**config.mk**
```make
export PLATFORM = sky130hd
export DESIGN_NAME = associate_trainer
export DESIGN_NICKNAME = d
export VERILOG_FILES = /design/src/rtl/associate_trainer_pkg.sv /design/src/rtl/associate_sample_mem.sv /design/src/rtl/associate_trainer.sv
export SDC_FILE = /design/constraint.sdc
export NUM_CORES = 1
export LEC_CHECK = 0
export BUFFER_PORTS_ARGS = -buffer_cell sky130_fd_sc_hd__buf_2
export CAP_MARGIN = 5
export CORE_UTILIZATION = 30
export DETAILED_ROUTE_END_ITERATION = 8
export SLEW_MARGIN = 20
export SYNTH_ARGS = -nofsm -noshare
export SYNTH_HDL_FRONTEND = slang
export SYNTH_SLANG_ARGS = --single-unit
```
**constraint.sdc**
```tcl
create_clock -name i_clock -period 3.96 [get_ports i_clock]
set_input_delay 0.198 -clock i_clock [delete_from_list [all_inputs] [get_ports i_clock]]
set_output_delay 0.198 -clock i_clock [all_outputs]
set_load 0.1 [all_outputs]
```
**src/rtl/associate_trainer_pkg.sv**
```systemverilog
// rtl/associate_trainer_pkg.sv - shared types, sizes and threshold helper for associate_trainer
package associate_trainer_pkg;

    localparam int          N      = 2;
    localparam int          W      = 8;
    localparam int          R      = 16;
    localparam int          DEPTH  = 4;
    localparam int          EPOCHS = 25;
    localparam logic [15:0] HIGH   = 16'h00ff;

    localparam int CW = $clog2(DEPTH + 1);
    localparam int IW = $clog2(DEPTH);
    localparam int EW = $clog2(EPOCHS + 1);

    typedef enum logic [2:0] {
        IDLE,
        FWD_ARG,
        FWD_RES,
        BWD_ERR,
        BWD_FBK,
        CHK,
        FIN
    } state_t;

    typedef struct packed {
        logic [R-1:0]   tgt;
        logic [N*W-1:0] arg;
    } sample_t;

    function automatic logic [R-1:0] act(input logic [R-1:0] res);
        return res[R-1] ? '0 : HIGH;
    endfunction

endpackage

```
**src/rtl/associate_sample_mem.sv**
```systemverilog
// rtl/associate_sample_mem.sv - DEPTH-entry sample register file, one write port, async read
module associate_sample_mem
    import associate_trainer_pkg::*;
(
    input  logic          i_clock,
    input  logic          i_we,
    input  logic [IW-1:0] i_waddr,
    input  sample_t       i_wdata,
    input  logic [IW-1:0] i_raddr,
    output sample_t       o_rdata
);

    // Contents deliberately survive reset; only the trainer's count is cleared.
    sample_t r_mem [DEPTH];

    always_ff @(posedge i_clock) begin
        if (i_we) begin
            r_mem[i_waddr] <= i_wdata;
        end
    end

    assign o_rdata = r_mem[i_raddr];

endmodule

```
**src/rtl/associate_trainer.sv**
```systemverilog
// rtl/associate_trainer.sv - train/check sequencer for one associate unit; EARLY_STOP_EN ends training on a clean epoch
module associate_trainer
    import associate_trainer_pkg::*;
(
    input  logic             i_clock,
    input  logic             i_reset,
    input  logic             i_smp_valid,
    output logic             o_smp_ready,
    input  logic [N*W+R-1:0] i_smp_data,
    input  logic             i_start,
    output logic             o_busy,
    output logic             o_done,
    output logic             o_pass,
    output logic [CW-1:0]    o_mismatches,
    output logic             o_train,
    output logic             o_arg_valid,
    input  logic             i_arg_ready,
    output logic [N*W-1:0]   o_arg_data,
    input  logic             i_res_valid,
    output logic             o_res_ready,
    input  logic [R-1:0]     i_res_data,
    output logic             o_err_valid,
    input  logic             i_err_ready,
    output logic [R-1:0]     o_err_data,
    input  logic             i_fbk_valid,
    output logic             o_fbk_ready,
    input  logic [N*R-1:0]   i_fbk_data
);

    state_t        r_state;
    logic [CW-1:0] r_count;
    logic [IW-1:0] r_idx;
    logic [EW-1:0] r_epoch;
    logic [R-1:0]  r_err;
    logic [CW-1:0] r_chk_mis;
    logic [CW-1:0] r_mismatches;
    logic          r_pass;
    logic          r_done;
    logic          r_busy;
    logic          r_train;
    logic          r_all_zero;

    sample_t       w_rd;
    logic          w_smp_ready;
    logic          w_smp_we;
    logic [R-1:0]  w_err;
    logic          w_last;
    logic [EW-1:0] w_epoch_nxt;
    logic          w_end_train;
    logic          w_unused;

    assign w_smp_ready = (r_state == IDLE) && (r_count < CW'(DEPTH));
    assign w_smp_we    = i_reset && i_smp_valid && w_smp_ready;
    assign w_err       = w_rd.tgt - act(i_res_data);
    assign w_last      = (CW'(r_idx) + 1'b1) == r_count;
    assign w_epoch_nxt = r_epoch + 1'b1;
    assign w_unused    = ^i_fbk_data;

`ifdef EARLY_STOP_EN
    assign w_end_train = (w_epoch_nxt == EW'(EPOCHS)) || r_all_zero;
`else
    assign w_end_train = (w_epoch_nxt == EW'(EPOCHS));
`endif

    associate_sample_mem u_mem (
        .i_clock (i_clock),
        .i_we    (w_smp_we),
        .i_waddr (r_count[IW-1:0]),
        .i_wdata (sample_t'(i_smp_data)),
        .i_raddr (r_idx),
        .o_rdata (w_rd)
    );

    always_ff @(posedge i_clock) begin
        if (!i_reset) begin
            r_state      <= IDLE;
            r_count      <= '0;
            r_idx        <= '0;
            r_epoch      <= '0;
            r_err        <= '0;
            r_chk_mis    <= '0;
            r_mismatches <= '0;
            r_pass       <= 1'b0;
            r_done       <= 1'b0;
            r_busy       <= 1'b0;
            r_train      <= 1'b0;
            r_all_zero   <= 1'b1;
        end else begin
            r_done <= 1'b0;
            case (r_state)
                IDLE: begin
                    if (w_smp_we) begin
                        r_count <= r_count + 1'b1;
                    end
                    if (i_start && (r_count != '0)) begin
                        r_state    <= FWD_ARG;
                        r_busy     <= 1'b1;
                        r_train    <= 1'b1;
                        r_epoch    <= '0;
                        r_idx      <= '0;
                        r_all_zero <= 1'b1;
                    end
                end
                FWD_ARG: begin
                    if (i_arg_ready) begin
                        r_state <= FWD_RES;
                    end
                end
                FWD_RES: begin
                    if (i_res_valid) begin
                        r_err   <= w_err;
                        r_state <= r_train ? BWD_ERR : CHK;
                        if (w_err != '0) begin
                            r_all_zero <= 1'b0;
                        end
                    end
                end
                BWD_ERR: begin
                    if (i_err_ready) begin
                        r_state <= BWD_FBK;
                    end
                end
                BWD_FBK: begin
                    if (i_fbk_valid) begin
                        r_state <= FWD_ARG;
                        if (w_last) begin
                            // Epoch boundary: the only point where train may drop mid-run.
                            r_idx      <= '0;
                            r_epoch    <= w_epoch_nxt;
                            r_all_zero <= 1'b1;
                            if (w_end_train) begin
                                r_train   <= 1'b0;
                                r_chk_mis <= '0;
                            end
                        end else begin
                            r_idx <= r_idx + 1'b1;
                        end
                    end
                end
                CHK: begin
                    if ((r_err != '0) && (r_chk_mis != CW'(DEPTH))) begin
                        r_chk_mis <= r_chk_mis + 1'b1;
                    end
                    if (w_last) begin
                        r_state <= FIN;
                    end else begin
                        r_idx   <= r_idx + 1'b1;
                        r_state <= FWD_ARG;
                    end
                end
                FIN: begin
                    r_pass       <= (r_chk_mis == '0);
                    r_mismatches <= r_chk_mis;
                    r_done       <= 1'b1;
                    r_busy       <= 1'b0;
                    r_train      <= 1'b0;
                    r_state      <= IDLE;
                end
                default: r_state <= IDLE;
            endcase
        end
    end

    assign o_smp_ready  = w_smp_ready;
    assign o_busy       = r_busy;
    assign o_done       = r_done;
    assign o_pass       = r_pass;
    assign o_mismatches = r_mismatches;
    assign o_train      = r_train;
    assign o_arg_valid  = (r_state == FWD_ARG);
    assign o_arg_data   = w_rd.arg;
    assign o_res_ready  = (r_state == FWD_RES);
    assign o_err_valid  = (r_state == BWD_ERR);
    assign o_err_data   = r_err;
    assign o_fbk_ready  = (r_state == BWD_FBK);

endmodule
```
# ---- Word level (Yosys, flattened, before mapping)
# Memories as Yosys holds them, arrays and structs flattened. A register that Yosys moved wholly into a read port is not among the register bits.
# Cells that the tools add are included.
dict set report word_totals {
  regBits 39
  ram_bits 128
  in_bits 88
  out_inout_bits 44
  word_cells 93
  mem_count 1
}
# memory words word_bits read_ports rd_ports_with_merged_regs write_ports line
set mem_list {}
lappend mem_list {u_mem.r_mem 4 32 1 1 1 associate_sample_mem.sv:14} ;# sample_t r_mem [DEPTH];
dict set report op_classes {
  addsub 6
  order_cmp 1
  n_eq_ne 18
  muxes 34
  n_reduce_logical 22
}
# op n
set ops {}
lappend ops {{2-to-1 mux 3 bit} 11}
lappend ops {{case mux 3 bit (6 select lines)} 1}
lappend ops {{nonzero test 16 bit} 1}
lappend ops {{subtractor 16 x 8 -> 16 bit} 1}
lappend ops {{2-to-1 mux 5 bit} 3}
lappend ops {{AND reduction 5 bit} 3}
lappend ops {{2-to-1 mux 2 bit} 6}
lappend ops {{!= test 2 x 1 -> 1 bit (second input constant)} 5}
lappend ops {{case mux 5 bit (2 select lines)} 1}
lappend ops {{equality test 3 bit (second input constant)} 3}
lappend ops {{nonzero test 3 bit} 3}
lappend ops {{2-to-1 mux 8 bit} 1}
lappend ops {{!= test 2 bit (second input constant)} 4}
lappend ops {{AND reduction 4 bit} 2}
lappend ops {{2-to-1 mux 1 bit} 7}
lappend ops {{adder 3 x 1 -> 3 bit (second input constant)} 2}
lappend ops {{equality test 3 x 2 -> 1 bit (second input constant)} 2}
lappend ops {{zero test 3 bit} 2}
lappend ops {{case mux 2 bit (3 select lines)} 1}
lappend ops {{case mux 3 bit (2 select lines)} 1}
lappend ops {{AND reduction 2 bit} 3}
lappend ops {{nonzero test 2 bit} 3}
lappend ops {{adder 5 x 1 -> 5 bit (second input constant)} 1}
lappend ops {{equality test 5 bit (second input constant)} 1}
lappend ops {{9 further kinds} 13}

# ---- Logic depth before layout (Yosys ltp)
# Gate-level depths: netlist of the first run.
dict set report logic_depth {
  ltp_word 7
  ltp_mapped 13
  ltp_nobuf 11
}

# ---- Cells and area by module
# Synthesis of the first run repeated with hierarchy kept, for this count alone.
dict set report unflattened {
  hier_cells 469
  area_unflattened_um2 7071.8
}
# module n_inst cells_each area_each_um2 seq_area_each_um2
set modules_own_cells {}
lappend modules_own_cells {associate_sample_mem 1 171 4689.5 3843.7}
lappend modules_own_cells {associate_trainer 1 298 2382.3 780.7}

# ---- Worst setup path before layout of the first run
# No wires, ideal clock.
dict set report synth_timing {
  path_type {register to register}
  startpoint {register r_state[0]}
  endpoint {memory u_mem.r_mem[1][0] (netlist bit) (enable)}
  setup_ps 392
  t_arrival_ps 4860
  required_ps 3568
  setup_slack_ps -1292
  path_stages_with_launch 6
  n_path_buf 2
  synth_period_minus_slack_ps 5252
  cell_sequence {dfxtp_1 -> clkbuf_1 -> nor4_1 -> and2_1 -> clkbuf_1 -> and3_1}
}
dict set report synth_via {
  elab_chain_cells 5
}
# item line
set synth_lines {}
lappend synth_lines {{start, declared} associate_trainer.sv:30} ;# state_t r_state;
lappend synth_lines {{start signal, assigned} associate_trainer.sv:112} ;# r_state <= r_train ? BWD_ERR : CHK;
lappend synth_lines {{zero test 3 bit} associate_trainer.sv:52} ;# assign w_smp_ready = (r_state == IDLE) && (r_count < CW'(DEPTH));
lappend synth_lines {{logical AND 1 bit} associate_trainer.sv:52}
lappend synth_lines {{via o_smp_ready} associate_trainer.sv:8} ;# output logic o_smp_ready,
lappend synth_lines {{logical AND 1 bit} associate_trainer.sv:53} ;# assign w_smp_we = i_reset && i_smp_valid && w_smp_ready;
lappend synth_lines {{2-to-1 mux 1 bit} associate_sample_mem.sv:17} ;# if (i_we) begin
lappend synth_lines {{2-to-1 mux 1 bit (implied by the code)} associate_sample_mem.sv:18} ;# r_mem[i_waddr] <= i_wdata;
lappend synth_lines {{end, declared} associate_sample_mem.sv:14}
# The timed path passes the listed nets, and every way through them passes these cells.

==> results of run 1 <==
-- cell type report --
type | instances | area (µm²)
Fill cell | 2116 | 14100
Sequential cell | 169 | 4670
Multi-Input combinational cell | 270 | 2270
Timing Repair Buffer | 119 | 763
Clock buffer | 17 | 425
Tap cell | 313 | 392
Clock inverter | 15 | 229
Inverter | 21 | 78.8
Antenna cell | 1 | 2.50
-- Yosys cell counts, types with 4 or more instances --
library cell / number / area share [%]
a211oi_1: 5 / 0.53
a21o_1: 4 / 0.42
a21oi_1: 37 / 2.6
and3_1: 6 / 0.53
clkbuf_1: 15 / 0.79
dfxtp_1: 41 / 12
edfxtp_1: 128 / 54
ha_1: 17 / 3.0
inv_1: 21 / 1.1
mux2i_1: 4 / 0.56
mux4_2: 29 / 9.2
nand2_1: 25 / 1.3
nand2b_1: 4 / 0.35
nand3_1: 9 / 0.63
nand3b_1: 4 / 0.42
nor2_1: 34 / 1.8
nor3_1: 8 / 0.56
nor4_1: 6 / 0.53
o21ai_0: 17 / 1.2
or3_1: 5 / 0.44
xnor2_1: 10 / 1.2
xor2_1: 5 / 0.62
-- state kept, by name, indices dropped and copies added (netlist names), named ones only --
name          flops
o_pass            1
o_mismatches      3
o_done            1
r_idx             2
r_chk_mis         3
r_count           3
o_err_data       16
o_busy            1
r_state           3
r_epoch           5
u_mem.r_mem     128
o_train           1
-- kinds of logic after synthesis --
logic type	after synthesis	synth area share [%]
buffers and inverters	43	2.71
muxes	36	10.9
AOI/OAI and AO/OA	89	7.77
DFF	169	65.7
and+or+nand+nor	112	7.86
xor gates and xnor gates	15	1.85
adders and majority gates	18	3.28
-- routing by layer --
layer	global-route usage [%]	up-vias
met1	15.8	2138
li1	-	2085
met3	3.58	8
met2	20.5	127
met4	4.06	2
met5	0	-
-- worst max path at each step --
stage / depth (start not counted) / slack, ns / start / endpoint
2_1_floorplan: 5 / 0.66 / r_state[0]$_SDFFE_PN0P_ / u_mem.r_mem[1][0]$_DFFE_PP_
3_3_place_gp: 9 / 0.77 / flip-flop / o_err_data[14]$_SDFFE_PN0P_
3_5_place_dp: 9 / 0.72 / flip-flop / o_err_data[10]$_SDFFE_PN0P_
4_1_cts: 9 / 0.69 / flip-flop / o_err_data[14]$_SDFFE_PN0P_
5_1_grt: 9 / 0.52 / flip-flop / o_err_data[14]$_SDFFE_PN0P_
6_report: 9 / 0.73 / flip-flop / o_err_data[14]$_SDFFE_PN0P_
-- through the flow --
| step | hold WS [ns] | util (%) | instance area, µm² |
|---|---|---|---|
| finish | 0.126 | 38.5 | 8820 |
| global route | 0.123 | 38.5 | 8820 |
| CTS | 0.0969 | 38.5 | 8820 |
| detailed placement | 0.415 | 34.2 | 7850 |
| global placement | 0.407 | 34.2 | 7850 |
| floorplan | 0.297 | - | 7120 |
-- critical path, cell delays in order, from the launching register on --
cell and delay (ns):
dfxtp_2 0.53, buf_4 0.29, mux4_2 0.56, ha_1 0.38, a211oi_1 0.34, nor2_1 0.13, o211ai_1 0.42, and2b_2 0.23
xnor2_1 0.12, a21oi_1 0.09
-- where the power goes --
group | internal, mW | switching (mW) | leakage, nW | total (mW)
sequential | 2.00 | 0.0461 | 1.49 | 2.05
clock | 1.03 | 0.756 | 0.314 | 1.79
combinational | 0.193 | 0.490 | 1.35 | 0.683
total | 3.23 | 1.29 | 3.15 | 4.52
==> summary by stage, run 1 <==
Run status
The run finished with clean final reports.

Floorplan
The die boundary height is 156 µm. The chip width is between 150 and 200 µm. Pin placement for this block handled 132 I/O pins.

Once the floorplan was initialized, standard cells occupied 31.0% of the core. The initialized floorplan defines 55 standard-cell rows. The die covers ~24000 µm².

The core region is 22900 µm².

Clock tree
The later-pin clock latency in the skew report is 0.42 ns. Clock-pin slew was measured on the worst setup and hold paths at around 0.070 ns. The count of hold buffers inserted by post-cts repair is 32. TritonCTS built the clock tree.

The total setup buffers inserted after CTS is 0. The total clock buffers created by CTS is 17. The number of gates resized after CTS is 0. In this run the number of H-tree levels came out at 4. In this run the clock root is driven by a clkbuf_16.

The largest buffer count on any clock path is 2. The clock net sink count is 169.

Synthesis
The number of flops mapped to enable cells by yosys is 128. The post-synthesis sequential area ratio is 65.7%. The per-instance average area after synthesis is 14.7 µm². In the synthesized netlist the dominant register cell turns out to be edfxtp_1. After synthesis the netlist holds a flip-flop and latch count of roughly 170. The total nets after synthesis is 588. The count of yosys warnings during synthesis is 0.

For this run, asynchronously set or reset flops after synthesis account for 0%. Counting distinct cell types in the post-synthesis netlist gives 55. The instance count of the mapped netlist is 482. In this run the cell area of the synthesized design comes to 7100 µm².

Final layout
The most frequent standard cell in the layout excluding fill and tap cells is edfxtp_1. Of the cells placed in the final design, the portion with a size suffix greater than 1 is a little over a quarter. Excluding fillers, the count of instances in the completed layout stands at 925. Relative to the synthesized area, the layout overhead comes to 24.2%.

The final net count is 704. Leaving out fill and tap cells, the most frequent cells in the layout are edfxtp_1, buf_2, dfxtp_1.

Global route
The wire length of the first global-routing pass is 22.9 mm. Global routing used 12.5% of the available tracks. The initial antenna violation count is 2.

Entering global routing, the biggest net connects 33 pins. The via count of the first global-routing pass was around 4.4k. Summed over all layers, the global routing overflow is 0.

Worst hold path
The terminating pin of the worst hold path is r_state[2]$_SDFFE_PN0P_. In this run the most critical hold path is launched from i_fbk_valid. The cell count of the worst hold path is 3. The kind of path behind the tightest hold check is in -> reg.

Routing
The detailed-route wire length per cell is 15.6 µm. The ratio of routed vias to standard cells is 4.71. The total number of vias is 4360.

In the routed design, unresolved DRC markers number 0. The met1 routed wirelength after detailed routing is between 6 and 7 mm. The detailed router finished its first iteration with around 260 violations. The first detailed-routing pass took 4 iterations. The total length of routed met3 wires is 722 µm. Summed over all layers, the routed wires come to 14.4 mm.

In this run the remaining antenna-violating nets after routing total 0. Detailed routing placed a total of 6.99 mm of wire on met2. After detailed routing, no signal wire sits above met5.

Worst setup path
Measured in cells, the most critical reg-to-reg path has a length of 9. STA classifies the critical path endpoint as a flip-flop. The largest fanout on the critical path is 9.

The critical path is of the reg -> reg type. At the worst endpoint, the required time is approximately 4.2 ns. Across all register-to-register paths, the minimum setup slack is 0.73 ns. The critical register-to-register path endpoint is o_err_data[14]$_SDFFE_PN0P_. The startpoint type of the worst setup path is a flip-flop. At the worst endpoint, the arrival time is 3.49 ns.

STA
The max-slew violation count is 0. The number of hold violations in the final report is 0. Summed over all failing endpoints, the final setup total negative slack is 0 ns. Setup violations remaining at the end of the flow were counted as 0. The top achievable clock speed is about 310 MHz. The worst pin sits at a relative slew slack of 35.0%. The clock period minus final worst setup slack is 3.23 ns. Setup repair after global routing left no endpoint under its margin. After layout, the worst setup slack is 0.734 ns.

The worst-margin pin slew is about 0.97 ns. The worst-case clock skew is 0.0123 ns. After layout, the worst path uses 81.5% of the clock period.

Power
The overall power consumption is 4.52 mW. In this run the power density over the cells is around 510 nW/µm². The analysis attributes to cell leakage a power of 3.15 nW. IR analysis of the VDD net gives a maximum drop of 0.260 mV.

Placed design
The final weighted congestion in routability-driven placement is between 0.8 and 0.9. OpenSTA, run right after detailed placement, puts the worst setup slack at 0.719 ns. The number of buffer cells added on primary ports is 84. The HPWL after detailed placement is 9.48 mm. The number of cells after detailed placement is 860.

Run
Across the run, the number of max-cap violations was 0.
No activity file was read; power rests on OpenSTA's default activity.
==> run 2: changes to the inputs <==
--- a/config.mk
+++ b/config.mk
@@ -5,6 +5,7 @@
 export SDC_FILE = /design/constraint.sdc
 export NUM_CORES = 1
 export LEC_CHECK = 0
+export ABC_AREA = 1
 export BUFFER_PORTS_ARGS = -buffer_cell sky130_fd_sc_hd__buf_2
 export CAP_MARGIN = 5
 export CORE_UTILIZATION = 30
==> constraint.sdc (replaced) <==
create_clock -name i_clock -period 3.35 [get_ports i_clock]
set_input_delay 0.1675 -clock i_clock [delete_from_list [all_inputs] [get_ports i_clock]]
set_output_delay 0.1675 -clock i_clock [all_outputs]
set_load 0.1 [all_outputs]
==> run 2 against run 1 <==
Compared with the run above:
- the run now ends with design-rule violations left
- worst setup slack improved by 0.027 ns
- die area increased by 4.4%
- non-clock buffer count increased by 8
- flip-flop and latch count unchanged
- count of clock-buffer cells in the layout increased by 1
- routed wire length increased by 11%
- register-to-register slack improved by 0.03 ns
- global-route usage increased by 0.71 points
- worst hold slack got worse by 0.046 ns
- largest power group is now combinational logic
==> summary by stage, run 2 <==
Worst setup path
Walking the worst path, the cells encountered are buf_4 > a21oi_1 > a32o_1 > ha_1 > inv_1 > fa_1 > nand3_1 > nand2_1 > nand2_1 > nand2_1 > nand2_1 > nand2_1 > xor2_1 > o21ai_0 > inv_1. At the worst endpoint, the required time is 3.67 ns. The endpoint identified for the worst register-to-register timing path is o_err_data[8]$_SDFFE_PN0P_.

The largest stage delay on the critical path is 0.40 ns. STA puts the critical path data arrival time at 2.91 ns. The flop-to-flop setup slack is 0.76 ns.

The worst setup path is of the reg -> reg kind. The number of cells on the worst reg-to-reg path is 15. The worst setup path is launched from a flip-flop. Of all nets on the critical path, the largest fanout is 38. The cell seen most often among critical-path stages is nand2_1.

The slowest stage of the critical path is the fa_1 cell. The kind of capture point of the worst setup path is a flip-flop.

Power
The total internal power is about 4.5 mW. In this run switching power makes up 48.4% of total power. For this design the ratio of total power to cell area is 956 nW/µm². The part of the total power dissipated in combinational logic is between 40 and 50%. In this run the static leakage power is 3.66 nW.

The switching power is 4.25 mW. The clock network is responsible for 22.6% of the overall power. The design draws 8.79 mW. The peak supply drop is 0.553 mV. Of the total power, registers draw between 20% and 30%.

Placed design
The worst slack at placement is 0.764 ns. The HPWL after detailed placement is 10.5 mm. The placed standard-cell area is just over 8000 µm². The final weighted congestion in routability-driven placement is roughly 0.77. The number of buffer cells added on primary ports is 84.

Synthesis
A synthesized cell averages 10.3 µm². The count of cell types in the netlist is 32. The post-synthesis cell area is about 7400 µm². After synthesis, flip-flops and latches occupy 62.9% of the total area.

The most used flip-flop cell after synthesis is edfxtp_1. In the synthesized netlist, the cells that appear most often are edfxtp_1, nand2_1, nor2_1. The total nets after synthesis is 825. Yosys attributes the largest share of cell area to edfxtp_1, dfxtp_1, nand2_1. The cell taking the most area after synthesis is edfxtp_1. The count of yosys warnings during synthesis is 0. Of all flip-flops after synthesis, the portion carrying an async set or reset was 0%. edfxtp_1 is the most common cell in the netlist. The number of register bits inferred by synthesis is 169. The instance count of the mapped netlist is 719. Counting flops with a built-in enable in the synthesized netlist gives around 130.

The area share of the largest cell type after synthesis is 51.8%.

Clock tree
The clock net sink count is roughly 170. Clock tree synthesis inserted a total of 17 buffers. For this design, the CTS-stage hold fixing added 32 buffers. The number of H-tree branching levels is 4. TritonCTS built the clock tree. The largest buffer count on any clock path is 2. The tree is rooted in a clkbuf_16. The number of gates resized after CTS is 0. The total setup buffers inserted after CTS is 0.

The later-pin clock latency in the skew report is 0.43 ns. Clock-pin slew was measured on the worst setup and hold paths at roughly 0.080 ns.

STA
The worst-margin pin slew is about 0.98 ns. The post-layout worst setup margin is 0.761 ns. The max-slew violation count was 0.

After layout, the worst path uses 77.3% of the clock period. Setup repair after global routing left no endpoint under its margin. Setup violations remaining at the end of the flow were counted as 0. Static timing analysis puts the maximum clock frequency at 386 MHz. The clock period minus final worst setup slack is around 2.6 ns. For the final database, setup skew stands at 0.0163 ns. The normalized max-slew margin is 34.4%. The number of hold violations in the final report is 0. Hold is met by 0.0802 ns.

Worst hold path
The worst hold path passes through 4 cells. For hold timing, the worst endpoint is r_state[0]$_SDFFE_PN0P_. The kind of path behind the tightest hold check is in -> reg. The worst hold path startpoint is i_arg_ready.

Routing
The first-iteration detailed-routing DRC count is roughly 330. Summing over every cut layer, the via total after detailed routing is 5286. The detailed-route wire length per cell is 13.6 µm. The ratio of routed vias to standard cells is ~4.5. The routed design uses between 7 and 8 mm of met2 wire.

The final layout contains routed wiring with a total length of between 15 and 20 mm. The total length of routed met3 wires is 778 µm. The pre-antenna-repair detailed-routing pass consisted of 6 iterations.

Routed signal wires occupy layers up through met4. The met1 routed wirelength after detailed routing is 7.57 mm. The post-route antenna net violation count is 0. After detailed routing, the number of remaining DRC violations is 2.

Final layout
The area used by multi-input combinational logic is 2360 µm². The register with the most flip-flops in the layout has 128 of them. The area growth from synthesis to final layout is 24.0%. The fraction of final layout cells with drive strength greater than 1 is 19.4%.

After the last flow step, the layout net total stands at 945. The layout filler cell count is 2435. At the end of the flow the core is filled with cells to a little under two fifths. The library cell used most frequently in the layout, excluding fill and tap cells, is edfxtp_1. The area taken by flip-flops and latches is 4670 µm². More flip-flops sit in one register than any other, and that register is u_mem.r_mem. The library cells used most frequently in the layout, excluding fill and tap cells, are edfxtp_1, nand2_1, buf_2. With fillers left out, the area of the finished cells amounts to 9190 µm².

Global route
The total congestion overflow is 0. The initial antenna violation count came to 2. The wire length of the first global-routing pass is 26.0 mm.

The pin count of the biggest net entering global routing is 39. The via count of the first global-routing pass was 5048. The total routing resource utilization after global routing is 13.2%.

Floorplan
The die boundary height is 159 µm. The starting utilization of the core area is 30.6%. The chip width is ~160 µm.

After floorplanning, the core was sized to cover 24200 µm². The full die area is 25400 µm². The initialized floorplan defines 57 standard-cell rows.

For this design the top-level I/O count stands at 132.

Run
Max-cap violations in this run came to 0.

Run status
The checks that failed: design-rule violations. The flow ran to the end, but the final reports show violations.
run 2: cell types whose count changed after synthesis, sizes merged, moves of 7 or more:
cell   previous run  this run
nand3             9        45
nor2             34        95
a21oi            37        44
inv              21        79
o21ai            18        65
o22ai             1        23
nand2            25       122
mux4             32         0
run 2: per-layer routing:
metal | vias up | global-route usage [%]
met4 | 0 | 2.93
met5 | - | 0
li1 | 2703 | -
met1 | 2470 | 17.1
met3 | 10 | 3.99
met2 | 103 | 21.6
run 2: cells by family after synthesis:
logic type / Yosys count / synth area share, %
AND/OR/NAND/NOR: 273 / 16.3
XOR/XNOR: 15 / 1.77
buffers and inverters: 105 / 5.60
AO/OA/AOI/OAI: 139 / 10.2
adder cells (fa/ha/maj): 18 / 3.14
flip-flops: 169 / 62.9
run 2: how the worst max path moves through the flow:
stage,endpoint
floorplan,u_mem.r_mem[0][0]$_DFFE_PP_
global placement,o_err_data[9]$_SDFFE_PN0P_
detailed placement,o_err_data[8]$_SDFFE_PN0P_
CTS,o_err_data[8]$_SDFFE_PN0P_
global route,o_err_data[8]$_SDFFE_PN0P_
finish,o_err_data[8]$_SDFFE_PN0P_
run 2: layout make-up:
cell class,instances,area share [%]
Clock inverter,14,1.95
Antenna cell,2,0.0544
Tap cell,324,4.41
Inverter,79,3.23
Sequential cell,169,50.8
Clock buffer,18,4.67
Timing Repair Buffer,127,9.23
Multi-Input combinational cell,445,25.7
run 2: worst max-delay path, delay by kind of cell, from the launching register on:
kind | cells | cell delay [ns]
buffers and inverters | 3 | 0.36
adders and majority gates | 2 | 0.56
DFF | 1 | 0.33
AOI/OAI and AO/OA | 3 | 0.55
xor gates and xnor gates | 1 | 0.16
and+or+nand+nor | 6 | 0.52
run 2: power groups by stage:
stage                     Combinational (mW)  Clock (mW)  Sequential, mW
after CTS                               4.28        2.04            2.58
after global routing                    4.62        2.12            2.60
after floorplan                         3.21           0            2.78
after global placement                  4.21           0            2.62
final                                   4.23        1.99            2.58
after detailed placement                4.24           0            2.62
run 2: metrics by stage:
stage | TNS (ns) | std cells
after floorplan | -27.02 | 719
after global placement | 0 | 1112
after detailed placement | 0 | 1112
after CTS | 0 | 1176
after global routing | 0 | 1178
final | 0 | 1178
==> run 3: changes to the inputs <==
==> constraint.sdc (replaced) <==
create_clock -name i_clock -period 2.3 [get_ports i_clock]
set_input_delay 0.115 -clock i_clock [delete_from_list [all_inputs] [get_ports i_clock]]
set_output_delay 0.115 -clock i_clock [all_outputs]
set_load 0.1 [all_outputs]
==> run 3 against run 2 <==
Compared with the run above:
- clock power rose by 38%
- critical path depth rose by 1
- the run now ends clean
- critical endpoint is now o_err_data[10]$_SDFFE_PN0P_
- largest cell class unchanged
- final cell count rose by 2.4%
==> summary by stage, run 3 (same netlist as run 2, synthesis figures left out) <==
Final layout
The register with the most flip-flops in the final layout is u_mem.r_mem. Leaving out fill and tap cells, the most frequent cells in the layout are edfxtp_1, nand2_1, nor2_1. The most frequent standard cell in the layout excluding fill and tap cells is edfxtp_1. The layout has 2357 filler cells. The final cell count without fillers is 1206. The fraction of final layout cells with drive strength greater than 1 is between 20 and 30%. The final instance area is 9770 µm². The register with the most flip-flops in the layout has roughly 130 of them. Relative to the synthesized area, the layout overhead comes to 31.7%. At the end of the flow, the number of nets in the layout was 973.

Power
The overall power consumption is between 10 and 15 mW. The share of total power in the clock network is between 10% and 20%. The peak supply drop is between 1 and 1.5 mV. The switching part of the total power is 48.1%.

Summed over all cells, the static leakage comes to slightly below 4 nW. Sequential cells burn between 20% and 30% of the power. In this run the power spent charging and discharging nets is 6.68 mW. The ratio of total power to cell area is between 1000 and 1500 nW/µm². Internal power comes to 7.22 mW. The part of the total power dissipated in combinational logic is 52.9%.

Floorplan
The chip width is 159 µm. The number of cell rows is 57. The full die area is 25400 µm².

The floorplan step set the die height to about 160 µm. The number of primary I/O pins is 132. After floorplanning, the core was sized to cover 24200 µm². The starting utilization of the core area is a little under a third.

Global route
The via count of the first global-routing pass is 5200. In the global route stage, met1 resource usage came out at 17.5%. The initial antenna violation count came to 3.

In the global route stage, overall resource usage came out at 13.7%. The busiest layer in global routing is met2. The first global-routing pass estimated 26.8 mm of wire. After global routing the overflow that remains totals 0. The fraction of met2 tracks used by global routing is 22.4%. The global-route track usage on met3 is 3.70%. Entering global routing, the biggest net connects 34 pins.

Clock tree
The clock transition at the registers of the reported paths is ~0.080 ns. The later-pin clock latency in the skew report is 0.44 ns. The largest buffer count on any clock path is 2. The total clock buffers created by CTS is 17.

The H-tree was split into 4 levels. TritonCTS built the clock tree. Clock tree synthesis selected as its root buffer the cell clkbuf_16. The clock net in this run drives a total of 169 sinks.

Routing
The total wirelength of the detailed-routed design is 16.9 mm. Dividing the detail-routed wire length by the instance count gives 14.0 µm. The first detailed-routing pass ran for 4 iterations.

The total number of vias is 5378. The post-route antenna net violation count is 0. The ratio of routed vias to standard cells is 4.46. The detailed-route DRC error count is 0.

The detailed router finished its first iteration with 283 violations.

Run status
The run finished with clean final reports.

Run
The max-capacitance violation count is 0.

STA
Measured against its own limit, the worst slew margin works out to 50.1%. The smallest hold slack is between 0.01 and 0.015 ns. The total of endpoints with negative setup slack in the final report is 0.

The clock period minus final worst setup slack is 2.29 ns. Setup repair after global routing could not meet its margin everywhere. After layout, the worst path uses 99.4% of the clock period.

On the final layout, the worst clock skew is between 0.01 and 0.015 ns. Setup total negative slack on the finished layout was measured at 0 ns. The max-slew violation count came to 0. The top achievable clock speed is around 440 MHz. The number of hold violations in the final report was 0. At the pin with the least slew margin, the transition time is 0.747 ns.

Placed design
The congestion estimate from routability-driven global placement came to between 0.8 and 0.9. The HPWL after detailed placement is 10.8 mm. The number of cells after detailed placement is 1129.

The number of buffer cells added on primary ports is 84. The placed standard-cell area is 8550 µm².

Worst setup path
The largest single stage delay on the critical path is 0.39 ns. STA classifies the critical path endpoint as a flip-flop. The critical register-to-register path endpoint is o_err_data[10]$_SDFFE_PN0P_. Traced cell by cell, the critical path runs through buf_6 > a21oi_2 > a32o_2 > ha_4 > inv_2 > fa_2 > nand3_2 > nand2_2 > nand2_2 > nand2_4 > nand2_4 > nand2_4 > xnor2_2 > nand2_1 > nand2_1 > inv_1.

On the critical path, the stage with the largest delay is an instance of dfxtp_4. The data arrival time at the worst-slack endpoint is 2.62 ns. The path type of the worst setup path is reg -> reg. The critical path required time is between 2 and 3 ns. The flop-to-flop setup slack is 0.01 ns. In this design, the critical path's most frequently occurring cell is nand2_4.

The endpoint of the worst setup timing path is o_err_data[10]$_SDFFE_PN0P_. The number of cells on the worst reg-to-reg path is 16. The largest fanout on the critical path is 5. The startpoint type of the worst setup path is a flip-flop.

Worst hold path
The path class of the tightest hold or removal check is in -> reg.
## run 3: changes by cell type in the layout (fill, tap and decap cells not counted), moves of 5 or more
cell and change:
nand2_1 -11, nand3_1 -6, o22ai_1 -19, buf_2 -8, a21oi_2 +5, a21oi_1 -5
buf_6 +6, o22ai_2 +19, nand2_2 +7, buf_4 +27
## run 3: worst min-delay path by stage
stage                               from                           end  slack, ns  cells past startpoint
final                        i_arg_ready       r_state[0]$_SDFFE_PN0P_       0.01                      4
after detailed placement   i_smp_data[3]   u_mem.r_mem[0][3]$_DFFE_PP_       0.33                      1
after CTS                    i_arg_ready       r_state[0]$_SDFFE_PN0P_      0.007                      4
after floorplan            i_smp_data[0]   u_mem.r_mem[0][0]$_DFFE_PP_       0.21                      0
after global placement    i_smp_data[30]  u_mem.r_mem[0][30]$_DFFE_PP_       0.33                      1
after global routing         i_fbk_valid       r_state[2]$_SDFFE_PN0P_       0.02                      4
## run 3: layout make-up
type / count / area (µm²) / area share, %
sequential: 169 / 4670 / 47.9
multi-input combinational: 445 / 2660 / 27.2
timing repair buffer: 155 / 1130 / 11.6
clock buffer: 17 / 425 / 4.36
tap: 324 / 405 / 4.15
inverter: 79 / 314 / 3.22
clock inverter: 14 / 154 / 1.58
antenna: 3 / 7.51 / 0.0769
## run 3: routing by layer
layer	routed length (µm)	vias up
met5	0	-
met4	188	0
met3	673	15
met2	8180	93
met1	7840	2507
li1	-	2763
## run 3: worst max-delay path: cells and delay by family, from the launching register on
family | cells | cell delay, ns
XOR/XNOR | 1 | 0.16
AND/OR/NAND/NOR | 8 | 0.62
flip-flops | 1 | 0.39
adder cells (fa/ha/maj) | 2 | 0.50
buffers and inverters | 3 | 0.20
AO/OA/AOI/OAI | 2 | 0.31
## run 3: power groups by stage
| stage | registers [mW] | clock network [mW] | logic [mW] |
|---|---|---|---|
| floorplan | 4.06 | 0 | 4.93 |
| finish | 3.80 | 2.75 | 7.34 |
| global route | 3.84 | 2.93 | 7.95 |
| detailed placement | 3.84 | 0 | 6.62 |
| global placement | 3.84 | 0 | 6.57 |
| CTS | 3.78 | 2.82 | 6.77 |
## run 3: through the flow
stage / utilization, % / setup slack, ns
after floorplan: - / -0.0962
after global placement: 35.3 / 0.0225
after detailed placement: 35.3 / 0.0119
after CTS: 39.1 / -0.00221
after global routing: 40.3 / -0.101
final: 40.3 / 0.0128
## run 3: repair_timing
item,CTS,global route
endpoints found under the setup margin,10,15
gates resized for setup,8,58
pin swaps,0,22
setup buffers,0,11
hold buffers,33,0
hold endpoints to repair,133,0
